$ cat src/rtl/shift_issue_if.sv
// shift_issue_if: dispatch, register-file read and issue signals of the shift issue buffer.
interface shift_issue_if #(
    parameter int RB = 2,
    parameter int DW = 3 + (5 + RB) + 64 + 64 + 1
);
    localparam int PW = 5 + RB;
    localparam int IW = 3 + 3 * PW + 66;
    logic          dispat_vaild;
    logic [IW-1:0] dispat_info;
    logic          shift_buffer_full;
    logic [PW-1:0] rs1_raddr, rs2_raddr;
    logic [63:0]   rs1_rdata, rs2_rdata;
    logic          shift_exeparam_vaild;
    logic [DW-1:0] shift_exeparam;
    modport master (
        output dispat_vaild, dispat_info, rs1_rdata, rs2_rdata,
        input  shift_buffer_full, rs1_raddr, rs2_raddr, shift_exeparam_vaild, shift_exeparam
    );
    modport slave (
        input  dispat_vaild, dispat_info, rs1_rdata, rs2_rdata,
        output shift_buffer_full, rs1_raddr, rs2_raddr, shift_exeparam_vaild, shift_exeparam
    );
endinterface

$ cat src/rtl/shift_issue.sv
// shift_issue: in-order issue buffer that waits for operand write-back, then sends shift ops to execution.
module shift_issue #(
    parameter int DP = 4,
    parameter int RB = 2,
    parameter int DW = 3 + (5 + RB) + 64 + 64 + 1
) (
    input  logic                  CLK,
    input  logic                  RSTn,
    input  logic                  flush,
    input  logic [32*(2**RB)-1:0] wbLog_qout,
    shift_issue_if.slave          bus
);
    localparam int PW = 5 + RB;
    localparam int IW = 3 + 3 * PW + 66;
    localparam int AW = $clog2(DP);
    logic [IW-1:0] mem [DP];
    logic [AW-1:0] rd_ptr, wr_ptr;
    logic [AW:0]   cnt;
    logic [IW-1:0] head;
    logic [PW-1:0] rs1, rs2;
    logic [63:0]   op1, op2;
    logic          rdy1, rdy2, is_imm, push, issue;
    logic          valid;
    logic [DW-1:0] param;

    assign head   = mem[rd_ptr];
    assign rs1    = head[IW-4-PW -: PW];
    assign rs2    = head[IW-4-2*PW -: PW];
    assign is_imm = head[1];
    // architectural register 0 is hard-wired zero, so it never waits on write-back
    assign rdy1   = rs1[PW-1:RB] == '0 || wbLog_qout[rs1];
    assign rdy2   = rs2[PW-1:RB] == '0 || wbLog_qout[rs2];
    assign op1    = rs1[PW-1:RB] == '0 ? '0 : bus.rs1_rdata;
    assign op2    = is_imm ? head[65:2] : rs2[PW-1:RB] == '0 ? '0 : bus.rs2_rdata;
    assign bus.shift_buffer_full    = cnt == (AW+1)'(DP);
    assign bus.rs1_raddr            = rs1;
    assign bus.rs2_raddr            = rs2;
    assign bus.shift_exeparam_vaild = valid;
    assign bus.shift_exeparam       = param;
    assign push  = bus.dispat_vaild && !bus.shift_buffer_full && !flush;
    assign issue = cnt != '0 && rdy1 && (is_imm || rdy2) && !flush;

    always_ff @(posedge CLK)
        if (push) mem[wr_ptr] <= bus.dispat_info;

    always_ff @(posedge CLK or negedge RSTn)
        if (!RSTn) begin
            rd_ptr <= '0;
            wr_ptr <= '0;
            cnt    <= '0;
            valid  <= 1'b0;
            param  <= '0;
        end else if (flush) begin
            rd_ptr <= '0;
            wr_ptr <= '0;
            cnt    <= '0;
            valid  <= 1'b0;
        end else begin
            rd_ptr <= rd_ptr + AW'(issue);
            wr_ptr <= wr_ptr + AW'(push);
            cnt    <= cnt + (AW+1)'(push) - (AW+1)'(issue);
            valid  <= issue;
            if (issue) param <= {head[IW-1 -: 3+PW], op1, op2, head[0]};
        end
endmodule

$ cat src/flat_wrapper.sv
// flat-port wrapper written by rule: the top's interface ports become plain ports
module shift_issue_flat 
#(
    parameter int DP = 4,
    parameter int RB = 2,
    parameter int DW = 3 + (5 + RB) + 64 + 64 + 1
)
  (CLK, RSTn, flush, wbLog_qout, bus_dispat_vaild, bus_dispat_info, bus_rs1_rdata, bus_rs2_rdata, bus_shift_buffer_full, bus_rs1_raddr, bus_rs2_raddr, bus_shift_exeparam_vaild, bus_shift_exeparam);
  shift_issue_if #(.RB(RB), .DW(DW)) bus_i ();
  input  logic CLK;
  input  logic RSTn;
  input  logic flush;
  input  logic [32*(2**RB)-1:0] wbLog_qout;
  input wire logic [$bits(bus_i.dispat_vaild)-1:0] bus_dispat_vaild;
  input wire logic [$bits(bus_i.dispat_info)-1:0] bus_dispat_info;
  input wire logic [$bits(bus_i.rs1_rdata)-1:0] bus_rs1_rdata;
  input wire logic [$bits(bus_i.rs2_rdata)-1:0] bus_rs2_rdata;
  output wire logic [$bits(bus_i.shift_buffer_full)-1:0] bus_shift_buffer_full;
  output wire logic [$bits(bus_i.rs1_raddr)-1:0] bus_rs1_raddr;
  output wire logic [$bits(bus_i.rs2_raddr)-1:0] bus_rs2_raddr;
  output wire logic [$bits(bus_i.shift_exeparam_vaild)-1:0] bus_shift_exeparam_vaild;
  output wire logic [$bits(bus_i.shift_exeparam)-1:0] bus_shift_exeparam;
  assign bus_i.dispat_vaild = bus_dispat_vaild;
  assign bus_i.dispat_info = bus_dispat_info;
  assign bus_i.rs1_rdata = bus_rs1_rdata;
  assign bus_i.rs2_rdata = bus_rs2_rdata;
  assign bus_shift_buffer_full = bus_i.shift_buffer_full;
  assign bus_rs1_raddr = bus_i.rs1_raddr;
  assign bus_rs2_raddr = bus_i.rs2_raddr;
  assign bus_shift_exeparam_vaild = bus_i.shift_exeparam_vaild;
  assign bus_shift_exeparam = bus_i.shift_exeparam;
  shift_issue #(.DP(DP), .RB(RB), .DW(DW)) u_core (.CLK(CLK), .RSTn(RSTn), .flush(flush), .wbLog_qout(wbLog_qout), .bus(bus_i));
endmodule
$ cat config.mk
export PLATFORM = sky130hd
export DESIGN_NAME = shift_issue_flat
export DESIGN_NICKNAME = d
export VERILOG_FILES = /design/src/rtl/shift_issue_if.sv /design/src/rtl/shift_issue.sv /design/src/flat_wrapper.sv
export SDC_FILE = /design/constraint.sdc
export NUM_CORES = 1
export LEC_CHECK = 0
export ABC_AREA = 1
export BUFFER_PORTS_ARGS = -buffer_cell sky130_fd_sc_hd__clkbuf_2
export CORE_MARGIN = 5
export CORE_UTILIZATION = 59
export DETAILED_ROUTE_END_ITERATION = 16
export GPL_TIMING_DRIVEN = 0
export PLACE_DENSITY = 0.91
export SYNTH_ARGS = -nofsm -noshare
export SYNTH_HDL_FRONTEND = slang
export SYNTH_SLANG_ARGS = --single-unit
$ cat constraint.sdc
create_clock -name CLK -period 19.2 [get_ports CLK]
set_input_delay 0.96 -clock CLK [delete_from_list [all_inputs] [get_ports CLK]]
set_output_delay 0.96 -clock CLK [all_outputs]
set_load 0.03 [all_outputs]
# ---- Yosys cells after proc, flatten, opt, wreduce, memory -nomap -nowiden
# Memories as Yosys holds them, arrays and structs flattened.
# Index checks and enable logic that the tools add are counted.
dict set report word_totals {
  regBits 147
  ram_bits 360
  inputBits 350
  output_inout_bits 155
  word_cells 41
  mem_count 1
}
# memory words width read_ports rd_clocked_by_memory_dff wr line
set mem_list {}
lappend mem_list {u_core.mem 4 90 1 0 1 shift_issue.sv:16} ;# logic [IW-1:0] mem [DP];
dict set report classes {
  addsub 4
  n_lt_le_gt_ge 2
  n_eq_ne 1
  muxes 13
  bitwise_logic 1
  n_reduce_logical 14
}
# op n
set op_table {}
lappend op_table {{two-way mux 64 bit} 3}
lappend op_table {{< comparator 7 x 8 -> 1 bit, second input constant} 2}
lappend op_table {{binary-select mux 1 bit (select 7 bit)} 2}
lappend op_table {{logical NOT 5 bit} 2}
lappend op_table {{logical AND 1 bit} 5}
lappend op_table {{two-way mux 1 bit} 5}
lappend op_table {{adder 2 x 1 -> 2 bit} 2}
lappend op_table {{two-way mux 2 bit} 2}
lappend op_table {{adder 3 x 1 -> 3 bit} 1}
lappend op_table {{equality test 3 bit, second input constant} 1}
lappend op_table {{logical OR 1 bit} 3}
lappend op_table {{two-way mux 3 bit} 1}
lappend op_table {{nonzero test 3 bit} 1}
lappend op_table {{subtractor 3 x 1 -> 3 bit} 1}
lappend op_table {{logical NOT 1 bit} 2}
lappend op_table {{AND reduction 2 bit} 1}
lappend op_table {{inverter 1 bit} 1}

# ---- Depth between registers and ports, before layout
# An unclocked memory read counts as a cell.
dict set report depth {
  ltp_word 9
  mapped_depth 28
}

# ---- Worst setup path after synthesis
# Ideal clock, no wire load.
dict set report synth_timing {
  path_type {input -> register}
  start {input port flush}
  end {memory u_core.mem[0][0] (netlist bit), enable pin}
  arrival_time_ns 7.662
  required_ns 18.551
  slack_ns 10.889
  cell_stages 4
  path_cell_list {clkbuf_1 -> nor3_1 -> inv_1 -> nor3_1}
}
dict set report synth_between {
  elab_chain_cells 4
}
# item line
set synth_lines {}
lappend synth_lines {{from (decl)} flat_wrapper.sv:12} ;# input logic flush;
lappend synth_lines {{logical NOT 1 bit} shift_issue.sv:40} ;# assign push = bus.dispat_vaild && !bus.shift_buffer_full && !flush;
lappend synth_lines {{logical AND 1 bit} shift_issue.sv:40}
lappend synth_lines {{two-way mux 1 bit} shift_issue.sv:44} ;# if (push) mem[wr_ptr] <= bus.dispat_info;
lappend synth_lines {{two-way mux 1 bit (implied by the code)} shift_issue.sv:44}
lappend synth_lines {{to (decl)} shift_issue.sv:16}
# No other way between the ends.

# ---- Worst setup path after layout
dict set report layout_timing {
  start {register u_core.rd_ptr[1]}
  end {register u_core.cnt[2]}
}
dict set report layout_between {
  elab_chain_cells 9
  word_cells_on_any_way 15
  cone_classes {add/sub (1); mux (5); reduce/logical (8); memory (1)}
}
# item line
set layout_lines {}
lappend layout_lines {{from (decl)} shift_issue.sv:17} ;# logic [AW-1:0] rd_ptr, wr_ptr;
lappend layout_lines {{from (signal assigned)} shift_issue.sv:59} ;# rd_ptr <= rd_ptr + AW'(issue);
lappend layout_lines {{memory (4 x 90 bit) (*)} -}
lappend layout_lines {{via u_core.head[69]} shift_issue.sv:19} ;# logic [IW-1:0] head;
lappend layout_lines {{binary-select mux 1 bit (select 7 bit)} shift_issue.sv:32} ;# assign rdy2 = rs2[PW-1:RB] == '0 || wbLog_qout[rs2];
lappend layout_lines {{two-way mux 1 bit (implied by the code)} shift_issue.sv:32}
lappend layout_lines {{logical OR 1 bit (*)} shift_issue.sv:32}
lappend layout_lines {{logical OR 1 bit (*)} shift_issue.sv:41} ;# assign issue = cnt != '0 && rdy1 && (is_imm || rdy2) && !flush;
lappend layout_lines {{logical AND 1 bit (*) (2 in series)} shift_issue.sv:41}
lappend layout_lines {{subtractor 3 x 1 -> 3 bit (*)} shift_issue.sv:61} ;# cnt <= cnt + (AW+1)'(push) - (AW+1)'(issue);
lappend layout_lines {{two-way mux 3 bit (*)} shift_issue.sv:53} ;# end else if (flush) begin
lappend layout_lines {{to (signal assigned)} shift_issue.sv:61}
lappend layout_lines {{to (decl)} shift_issue.sv:18} ;# logic [AW:0] cnt;
# The timed path passes the listed nets; every way through them passes the cells marked *. The select of a mux whose other input is x is not followed.
# A chain may end at the register's enable or synchronous reset.

==> flow_metrics.tcl <==
set metrics [dict create \
    syn_inst 2426 \
    post_route_cells_drive_above_1_share_pct 24.2 \
    finClkSkew_ns 0.0270 \
    hold_viol 0 \
    finalNetCount 3375 \
    p_leak_nw 13.9 \
    tightest_slew_ns 1.06 \
    synth_nets 2781 \
    max_freq_mhz 187 \
    post_drt_wl_per_cell_um 24.4 \
    grtUsageTotal_pct 38.4 \
    drc_errors 0 \
    path_common_cell "nand3_1" \
    cts_root_buffer "clkbuf_16" \
    htreeDepth 2 \
    finish.utilization_pct 73.4 \
    yosysWarnings 0 \
    syn_area_um2 23600 \
    cp_cell_sequence "inv_2 > buf_2 > a21oi_1 > a32oi_2 > inv_2 > nand3_1 > nand3_1 > nand3_1 > nand3_1 > nand2_1 > nand2_1 > nand2_2 > buf_4 > buf_4 > inv_2 > ha_1 > inv_1 > ha_1 > inv_1 > fa_1 > xor2_1 > nor2_1" \
    vdd_drop_max_mv 0.121 \
    fillerInstances 2663 \
    cts_hold_buf 0 \
    max_stage_delay_ns 0.73 \
    place_ws_ns 14.16 \
    grtUsageMet3_pct 12.6 \
    cp-start-kind "flip-flop" \
    grt-busiest-layer "met2" \
    drt-total-wl_mm 88.0 \
    io_buffers 503 \
    period_needed_ns 5.33 \
    cts_tree "yes" \
    reg2reg_to "u_core.cnt[2]$_DFF_PN0_" \
    rr_startpoint "u_core.rd_ptr[1]$_DFF_PN0_" \
    reg2reg_setup_slack_ns 13.87 \
    path_clk_slew_ns 0.06 \
    post_cts_buffers 0 \
    grt_pass1_wl_mm 130 \
    first_global_vias 21900 \
    die_area_um2 44100 \
    synthFlopType "edfxtp_1" \
    vias_per_cell 6.18 \
    use_met1_pct 47.4 \
    area_delta_synth_final_pct 23.3 \
    cts_buffer_depth 3 \
    worst_slack_ns 13.87 \
    gp_congestion 1.08 \
    cap_viol_max_count 0 \
    finalSetupTns_ns 0 \
    end_kind "flip-flop" \
    vias 22300 \
    syn_area_per_cell_um2 9.72 \
    powerDensity_nw_per_um2 153 \
    max-slew-margin-rel_pct 28.8 \
    antenna_found_initial 24 \
    grt_max_degree 100 \
    dp_hpwl_mm 60.7 \
    rows 73 \
    gr-usage-met2_pct 61.2 \
    numCtsBuffers 49 \
    critPathMaxFanout 10 \
    boundaryPins 505 \
    grt_overflow 0 \
    arrival_ns 5.78 \
    ys_ff_latch 507 \
    dr.pass1.iters 6 \
    finalSetupViolCount 0 \
    initial_core_util_pct 59.5 \
    seq_area_frac_synth_pct 61.4 \
    critPathTopFamily "buffers and inverters" \
    crit_buf_inv 8 \
    synthArstFlopShare_pct 29.0 \
    crit_type "reg -> reg" \
    clk_latency_ns 0.60 \
    finalMaxSlewViolations 0 \
    worstPathRequired_ns 19.65 \
    reg2regPathDepth 22 \
    hold_ws_ns 0.309 \
    core-area_um2 39600 \
    cts.repair.resized 0 \
    period_share_pct 27.8 \
    synth.distinct_cells 36 \
    rsz0062_at_grt "no" \
    slowest_stage "a32oi_2" \
    outcome "finished clean" \
    fp.dieH_um 210 \
    ant_nets 0 \
    drt_iter0_drc 3314 \
    die_width_um 210 \
    worstHoldPathType "in -> async" \
    cts_sinks 507 \
    synth_edf_count 360 \
]
## cell type report
class / instances / area [µm²] / area share [%]
Sequential cell: 507 / 14500 / 49.8
Multi-Input combinational cell: 1544 / 7510 / 25.8
Tap cell: 525 / 657 / 2.26
Buffer: 183 / 892 / 3.07
Timing Repair Buffer: 543 / 3010 / 10.3
Antenna cell: 17 / 42.5 / 0.146
Inverter: 192 / 721 / 2.48
Clock inverter: 30 / 444 / 1.53
Clock buffer: 62 / 1330 / 4.56
## cell usage in the layout (no fill, tap or decap), types with 33 or more instances in the layout
master,count
nand3_1,356
clkbuf_16,51
nand2_1,643
clkbuf_2,502
a221oi_1,64
nor2_1,114
dfrtp_1,147
o21ai_0,33
clkbuf_1,92
a21o_1,64
inv_1,182
edfxtp_1,360
buf_2,62
a21oi_1,152
buf_6,33
## through the flow
step / power (mW) / area (µm²) / instances
floorplan: 2.65 / 23600 / 2426
global placement: 3.26 / 26800 / 3454
detailed placement: 3.31 / 27300 / 3494
CTS: 4.38 / 29000 / 3586
global route: 4.62 / 29100 / 3600
finish: 4.45 / 29100 / 3603
## sequential cells by signal, summed over array words and instances, names as in the netlist
register	count
u_core.cnt	3
u_core.wr_ptr	2
u_core.bus.shift_exeparam	139
u_core.mem	360
u_core.rd_ptr	2
u_core.bus.shift_exeparam_vaild	1
## how the worst max path moves through the flow
stage	from	endpoint	slack, ns	cells past startpoint
after floorplan	flush	u_core.mem[0][0]$_DFFE_PP_	10.89	4
after global placement	flush	u_core.mem[0][49]$_DFFE_PP_	6.19	4
after detailed placement	u_core.rd_ptr[1]$_DFF_PN0_	u_core.cnt[2]$_DFF_PN0_	14.16	22
after CTS	u_core.rd_ptr[1]$_DFF_PN0_	u_core.cnt[2]$_DFF_PN0_	14.14	22
after global routing	u_core.rd_ptr[1]$_DFF_PN0_	u_core.cnt[2]$_DFF_PN0_	13.80	22
final	u_core.rd_ptr[1]$_DFF_PN0_	u_core.cnt[2]$_DFF_PN0_	13.87	22
## kinds of logic (layout without fill, tap and decap cells)
kind of cell    count (synthesis)  count (layout)  share of synthesized area [%]
buf+inv                       375            1010                           6.84
compound gates                372             372                           10.2
other cells                     0              17                              0
flops                         507             507                           61.4
xor+xnor                        4               4                          0.149
fa+ha+maj                       5               5                          0.297
simple gates                 1163            1163                           21.1
## worst register-to-register path: stages, from the launching register on
cell and delay, ns:
dfrtp_1 0.49, inv_2 0.21, buf_2 0.30, a21oi_1 0.09, a32oi_2 0.73, inv_2 0.33
nand3_1 0.23, nand3_1 0.19, nand3_1 0.15, nand3_1 0.08, nand2_1 0.07, nand2_1 0.24
nand2_2 0.22, buf_4 0.37, buf_4 0.25, inv_2 0.09, ha_1 0.28, inv_1 0.06
ha_1 0.12, inv_1 0.05, fa_1 0.41, xor2_1 0.19, nor2_1 0.06
## cells in the mapped netlist (30+ instances only)
library cell | n | area [µm²]
nand2_1 | 643 | 2410
edfxtp_1 | 360 | 10800
nand3_1 | 356 | 1780
inv_1 | 182 | 683
a21oi_1 | 152 | 761
dfrtp_1 | 147 | 3680
nor2_1 | 114 | 428
clkbuf_1 | 82 | 308
a21o_1 | 64 | 480
a221oi_1 | 64 | 561
buf_2 | 62 | 310
o21ai_0 | 33 | 165
buf_4 | 30 | 225
o211ai_1 | 30 | 225
## per-layer routing
layer	vias to the layer above	wire (µm)
li1	9526	-
met1	10400	30000
met2	1896	40500
met3	390	12000
met4	12	5370
met5	-	78
## report_power, final
group,internal (mW),switching [mW]
Combinational,0.539,1.40
Clock,0.640,0.431
Sequential,1.34,0.0954
(Power assumes the default switching activity.)
